$ cat config.mk
export PLATFORM = sky130hd
export DESIGN_NAME = wb_commit_queue
export DESIGN_NICKNAME = d
export VERILOG_FILES = /design/src/rtl/wb_pkg.sv /design/src/rtl/wb_entry_fifo.sv /design/src/rtl/wb_commit_queue.sv
export SDC_FILE = /design/constraint.sdc
export NUM_CORES = 1
export LEC_CHECK = 0
export BUFFER_PORTS_ARGS = -buffer_cell sky130_fd_sc_hd__buf_2
export CAP_MARGIN = 25
export CORE_UTILIZATION = 53
export DETAILED_ROUTE_END_ITERATION = 10
export PLACE_DENSITY_LB_ADDON = 0.2
export SLEW_MARGIN = 30
export SYNTH_ARGS = -nofsm -noshare
export SYNTH_HDL_FRONTEND = slang
export SYNTH_SLANG_ARGS = --single-unit
$ cat constraint.sdc
create_clock -name clk -period 7.5 [get_ports clk]
set_clock_uncertainty 0.15 [all_clocks]
set_input_delay 0.375 -clock clk [delete_from_list [all_inputs] [get_ports clk]]
set_output_delay 0.375 -clock clk [all_outputs]
set_load 0.05 [all_outputs]
$ cat src/rtl/wb_pkg.sv
// rtl/wb_pkg.sv - shared record type and constants for the write-back commit queue
package wb_pkg;

    localparam int WB_DATA_W     = 32;
    localparam int WB_ADDR_W     = 5;
    localparam int WB_CP0_ADDR_W = 5;
    localparam int WB_PC_W       = 32;

    localparam logic [WB_DATA_W-1:0] ZEROWORD     = '0;
    localparam logic [WB_ADDR_W-1:0] NOP_REG_ADDR = '0;

    typedef struct packed {
        logic [WB_PC_W-1:0]       pc;
        logic                     reg_we;
        logic [WB_ADDR_W-1:0]     reg_addr;
        logic [WB_DATA_W-1:0]     reg_data;
        logic                     hilo_we;
        logic [WB_DATA_W-1:0]     hi;
        logic [WB_DATA_W-1:0]     lo;
        logic                     cp0_we;
        logic [WB_CP0_ADDR_W-1:0] cp0_addr;
        logic [WB_DATA_W-1:0]     cp0_data;
        logic                     llbit_we;
        logic                     llbit;
    } wb_rec_t;

endpackage

$ cat src/rtl/wb_entry_fifo.sv
// rtl/wb_entry_fifo.sv - in-order record storage with extra-bit pointers
module wb_entry_fifo #(
    parameter int REC_W = 8,
    parameter int DEPTH = 4,
    localparam int PW   = $clog2(DEPTH)
) (
    input  logic             clk,
    input  logic             resetn,
    input  logic             push,
    input  logic             pop,
    input  logic [REC_W-1:0] wr_data,
    output logic [REC_W-1:0] rd_data,
    output logic [REC_W-1:0] entries [DEPTH],
    output logic [PW-1:0]    wr_idx,
    output logic             full,
    output logic             empty,
    output logic [PW:0]      count
);

    logic [REC_W-1:0] mem [DEPTH];
    logic [PW:0]      wr_ptr;
    logic [PW:0]      rd_ptr;

    always_ff @(posedge clk or negedge resetn) begin
        if (!resetn) begin
            wr_ptr <= '0;
            rd_ptr <= '0;
        end else begin
            if (push) wr_ptr <= wr_ptr + (PW+1)'(1);
            if (pop)  rd_ptr <= rd_ptr + (PW+1)'(1);
        end
    end

    // Storage carries no reset; validity is defined purely by the pointers.
    always_ff @(posedge clk) begin
        if (push) mem[wr_ptr[PW-1:0]] <= wr_data;
    end

    assign rd_data = mem[rd_ptr[PW-1:0]];
    assign entries = mem;
    assign wr_idx  = wr_ptr[PW-1:0];
    assign count   = wr_ptr - rd_ptr;
    assign empty   = (wr_ptr == rd_ptr);
    assign full    = (count == (PW+1)'(DEPTH));

endmodule

$ cat src/rtl/wb_commit_queue.sv
// rtl/wb_commit_queue.sv - buffered write-back commit stage with GPR forwarding lookup
module wb_commit_queue
    import wb_pkg::*;
#(
    parameter int DATA_W     = 32,
    parameter int ADDR_W     = 5,
    parameter int CP0_ADDR_W = 5,
    parameter int PC_W       = 32,
    parameter int DEPTH      = 4
) (
    input  logic                    clk,
    input  logic                    resetn,
    input  logic                    in_valid,
    output logic                    in_ready,
    input  logic [PC_W-1:0]         in_pc,
    input  logic                    in_reg_we,
    input  logic [ADDR_W-1:0]       in_reg_addr,
    input  logic [DATA_W-1:0]       in_reg_data,
    input  logic                    in_hilo_we,
    input  logic [DATA_W-1:0]       in_hi,
    input  logic [DATA_W-1:0]       in_lo,
    input  logic                    in_cp0_we,
    input  logic [CP0_ADDR_W-1:0]   in_cp0_addr,
    input  logic [DATA_W-1:0]       in_cp0_data,
    input  logic                    in_llbit_we,
    input  logic                    in_llbit,
    input  logic                    stall_req_from_arbiter,
    output logic [PC_W-1:0]         wb_pc_o,
    output logic                    wb_reg_write_en_o,
    output logic [ADDR_W-1:0]       wb_reg_write_addr_o,
    output logic [DATA_W-1:0]       wb_reg_write_data_o,
    output logic                    wb_hilo_write_en_o,
    output logic [DATA_W-1:0]       wb_hi_write_data_o,
    output logic [DATA_W-1:0]       wb_lo_write_data_o,
    output logic                    wb_cp0_reg_write_en_o,
    output logic [CP0_ADDR_W-1:0]   wb_cp0_reg_write_addr_o,
    output logic [DATA_W-1:0]       wb_cp0_reg_write_data_o,
    output logic                    wb_LLbit_write_en_o,
    output logic                    wb_LLbit_data_o,
    input  logic [ADDR_W-1:0]       fwd_addr,
    output logic                    fwd_hit,
    output logic [DATA_W-1:0]       fwd_data,
    output logic [$clog2(DEPTH):0]  count_o
);

    localparam int PW    = $clog2(DEPTH);
    localparam int REC_W = $bits(wb_rec_t);

    wb_rec_t          rec_in;
    wb_rec_t          head;
    wb_rec_t          ent;
    logic [REC_W-1:0] rd_data;
    logic [REC_W-1:0] entries [DEPTH];
    logic [PW-1:0]    wr_idx;
    logic [PW-1:0]    idx;
    logic [PW:0]      count;
    logic             full;
    logic             empty;
    logic             push;
    logic             pop;

    // in_ready depends only on occupancy, never on the stall input.
    assign in_ready = !full;
    assign push     = in_valid && in_ready;
    assign pop      = !empty && !stall_req_from_arbiter;
    assign count_o  = count;

    always_comb begin
        rec_in          = '0;
        rec_in.pc       = in_pc;
        rec_in.reg_we   = in_reg_we && (in_reg_addr != NOP_REG_ADDR);
        rec_in.reg_addr = in_reg_addr;
        rec_in.reg_data = in_reg_data;
        rec_in.hilo_we  = in_hilo_we;
        rec_in.hi       = in_hi;
        rec_in.lo       = in_lo;
        rec_in.cp0_we   = in_cp0_we;
        rec_in.cp0_addr = in_cp0_addr;
        rec_in.cp0_data = in_cp0_data;
        rec_in.llbit_we = in_llbit_we;
        rec_in.llbit    = in_llbit;
    end

    wb_entry_fifo #(
        .REC_W (REC_W),
        .DEPTH (DEPTH)
    ) u_fifo (
        .clk     (clk),
        .resetn  (resetn),
        .push    (push),
        .pop     (pop),
        .wr_data (rec_in),
        .rd_data (rd_data),
        .entries (entries),
        .wr_idx  (wr_idx),
        .full    (full),
        .empty   (empty),
        .count   (count)
    );

    always_comb begin
        head = '0;
        if (!empty) head = rd_data;
    end

    assign wb_pc_o                 = head.pc;
    assign wb_reg_write_en_o       = head.reg_we && pop;
    assign wb_reg_write_addr_o     = head.reg_addr;
    assign wb_reg_write_data_o     = head.reg_data;
    assign wb_hilo_write_en_o      = head.hilo_we && pop;
    assign wb_hi_write_data_o      = head.hi;
    assign wb_lo_write_data_o      = head.lo;
    assign wb_cp0_reg_write_en_o   = head.cp0_we && pop;
    assign wb_cp0_reg_write_addr_o = head.cp0_addr;
    assign wb_cp0_reg_write_data_o = head.cp0_data;
    assign wb_LLbit_write_en_o     = head.llbit_we && pop;
    assign wb_LLbit_data_o         = head.llbit;

    // Walk oldest to youngest so the youngest match is the last one written.
    always_comb begin
        fwd_hit  = 1'b0;
        fwd_data = ZEROWORD;
        idx      = '0;
        ent      = '0;
        for (int i = DEPTH - 1; i >= 0; i--) begin
            idx = wr_idx - PW'(i) - PW'(1);
            ent = entries[idx];
            if (((PW+1)'(i) < count) && ent.reg_we && (ent.reg_addr == fwd_addr)
                && (fwd_addr != NOP_REG_ADDR)) begin
                fwd_hit  = 1'b1;
                fwd_data = ent.reg_data;
            end
        end
    end

endmodule
==> impl_metrics.tcl <==
set metrics [dict create \
    finalSetupViolCount 0 \
    period_needed_ns 5.75 \
    synthCells 1663 \
    clock_latency_ns 0.61 \
    grt_use_met3_pct 6.08 \
    cp_max_fo 55 \
    die_width_microns 246 \
    critPathKind "reg2out" \
    synth_top_family_by_area "multiplexers" \
    wirelength_microns 73100 \
    slew_viol_final 0 \
    vias 18100 \
    cts_made_buffers 73 \
    synth_edf_count 700 \
    cts_sinks 706 \
    grt_max_degree 111 \
    worst_pin_slew_ns 0.986 \
    synthToLayoutAreaGrowth_pct 22.2 \
    slew-limit-headroom_pct 34.3 \
    synth_compound_area_share_pct 4.10 \
    ys_types 46 \
    overflow 0 \
    grt_setup_unrepaired "false" \
    synth_nets 1855 \
    busiest_layer "met2" \
    yosys_register_bits 706 \
    yosys.area_share.xor_xnor_pct 0.765 \
    htree_num_levels 3 \
    dieArea_sq_mm 0.0605 \
    r2r_slack_ns 3.17 \
    reg2regPathDepth 8 \
    place_congestion 0.839 \
    grt_first_pass_wirelength_microns 111000 \
    coreArea_sq_mm 0.0589 \
    drive_gt1_share_pct 38.1 \
    track_usage_pct 24.2 \
    worstHoldPathType "in2reg" \
    endpoint_kind "primary output" \
    path_common_cell "buf_4" \
    cp_cell_sequence "buf_4, mux4_2, xnor2_1, nand4_1, o211ai_4, buf_16, buf_4, o221ai_1, a21oi_1, buf_2" \
    grt_use_met2_pct 39.8 \
    clk_pin_slew_ns 0.05 \
    synth.avg_cell_area_sq_um 19.0 \
    wl_per_cell_microns 24.0 \
    max_freq_ghz 0.174 \
    status "completed" \
    cp_num_cells 10 \
    rows 89 \
    first_iter_violations 1092 \
    finalCritPeriodShare_pct 76.6 \
    port_buffers 395 \
    cap_violations 0 \
    start_util_pct 53.6 \
    hold_viol_final 0 \
    ios 396 \
    start_kind "register" \
    cts_resized 0 \
    cts_root_buf "clkbuf_16" \
    critPathArrivalTime_ns 5.22 \
    yosys_warnings 0 \
    critPathBufInv 4 \
    netlist_area_sq_mm 0.0316 \
    ys_seq_area_share_pct 67.1 \
    dp_hpwl_microns 42600 \
    worst_slack_ns 1.75 \
    grt_use_met1_pct 31.4 \
    drtAntennaViolNets 0 \
    dr.pass1.iters 5 \
    synthSimpleGateAreaFrac_pct 4.44 \
    fp.dieH_microns 246 \
    crit_family "buffers and inverters" \
    antenna_found_initial 7 \
    grt_pass1_vias 19000 \
    reg2reg_to "u_fifo.entries[89]$_DFFE_PP_" \
    required_ns 6.97 \
    clockBufferDepth 3 \
    setup_tns_ns 0 \
    routed_via_density 5.93 \
    endpoint "fwd_data[9]" \
    cts_tree "yes" \
    muxShareOfSynthArea_pct 21.2 \
    post-place-ws_ns 2.42 \
    max_stage_delay_ns 0.94 \
    crit_start "u_fifo.wr_ptr[0]$_DFFE_PN0P_" \
    remaining_drc_errors 0 \
    layout_commonest_cell "edfxtp_1" \
    cp_slowest_cell "dfrtp_4" \
    final_nets 2402 \
    async_flop_share_pct 0.850 \
    worstReg2RegStart "u_fifo.wr_ptr[0]$_DFFE_PN0P_" \
    synthAdderAreaFrac_pct 0.341 \
    final_cell_mix "edfxtp_1 (700), buf_2 (395), mux4_2 (232)" \
    synthFlopType "edfxtp_1" \
]
[repair_timing]
item | in CTS | in global routing
setup buffers | 0 | 0
hold endpoints to repair | 702 | 0
hold buffers | 176 | 0
[tightest hold or removal path, delay by kind of cell]
kind / cells / cell delay, ns
and+or+nand+nor: 1 / 0.14
buffers and inverters: 1 / 0.07
xor gates and xnor gates: 1 / 0.16
[cell usage after synthesis (6+ instances only)]
| cell | number | area, sq um |
|---|---|---|
| nor2_1 | 34 | 128 |
| xor2_1 | 9 | 78.8 |
| buf_2 | 18 | 90.1 |
| buf_1 | 22 | 82.6 |
| edfxtp_1 | 700 | 21000 |
| ha_1 | 7 | 87.6 |
| dfrtp_1 | 6 | 150 |
| mux4_2 | 232 | 5230 |
| o221ai_1 | 60 | 526 |
| nor2b_1 | 171 | 1070 |
| mux2_2 | 90 | 1010 |
| a21oi_1 | 62 | 310 |
| mux2i_1 | 31 | 310 |
| o221a_1 | 29 | 327 |
| xnor2_1 | 16 | 140 |
| inv_1 | 36 | 135 |
| clkbuf_1 | 79 | 297 |
[final cells by class]
cell class,instances,area [sq um]
Sequential cell,706,21200
Fill cell,4037,20300
Multi-Input combinational cell,795,9770
Timing Repair Buffer,598,4050
Clock buffer,92,1960
Tap cell,773,967
Clock inverter,41,493
Inverter,36,135
Antenna cell,5,12.5
[per-stage QoR]
stage | area [sq um] | hold slack [ns] | utilization (%) | std cells
2_1_floorplan | 31600 | -0.0706 | - | 1663
3_3_place_gp | 34300 | 0.0775 | 58.2 | 2730
3_5_place_dp | 34300 | 0.0825 | 58.3 | 2731
4_1_cts | 38500 | 0.0328 | 65.4 | 3040
5_1_grt | 38600 | 0.0703 | 65.5 | 3044
6_report | 38600 | 0.0530 | 65.5 | 3046
[how the worst min path moves through the flow]
stage / slack, ns / startpoint / endpoint / depth (start not counted)
finish: 0.05 / stall_req_from_arbiter / u_fifo.rd_ptr[0]$_DFFE_PN0P_ / 3
global route: 0.07 / stall_req_from_arbiter / u_fifo.rd_ptr[1]$_DFFE_PN0P_ / 4
CTS: 0.03 / stall_req_from_arbiter / u_fifo.rd_ptr[0]$_DFFE_PN0P_ / 3
detailed placement: 0.08 / resetn / u_fifo.wr_ptr[1]$_DFFE_PN0P_ / 1
global placement: 0.08 / resetn / u_fifo.wr_ptr[0]$_DFFE_PN0P_ / 1
floorplan: -0.07 / resetn / u_fifo.rd_ptr[0]$_DFFE_PN0P_ / 0
[layer usage]
layer | vias to the layer above | part of all wire (%) | wire [microns]
met5 | - | 0.047 | 34
met3 | 137 | 8.2 | 5980
met2 | 671 | 49 | 36000
met4 | 6 | 2.8 | 2050
li1 | 7985 | - | -
met1 | 9271 | 40 | 29000
[sequential cells by signal (all words and copies together) (netlist names)]
register / cells
u_fifo.rd_ptr: 3
u_fifo.entries: 700
u_fifo.wr_ptr: 3
[kinds of logic (layout without fill, tap and decap cells)]
| kind of cell | count (synthesis) | after routing |
|---|---|---|
| adder cells (fa/ha/maj) | 8 | 8 |
| AO/OA/AOI/OAI | 167 | 167 |
| multiplexers | 358 | 358 |
| AND/OR/NAND/NOR | 236 | 236 |
| flip-flops | 706 | 706 |
| buffers and inverters | 162 | 767 |
| other | 0 | 5 |
| XOR/XNOR | 26 | 26 |
Power is not shown: default switching activity piles up to over one toggle a cycle in this logic, so the estimate is an artifact.
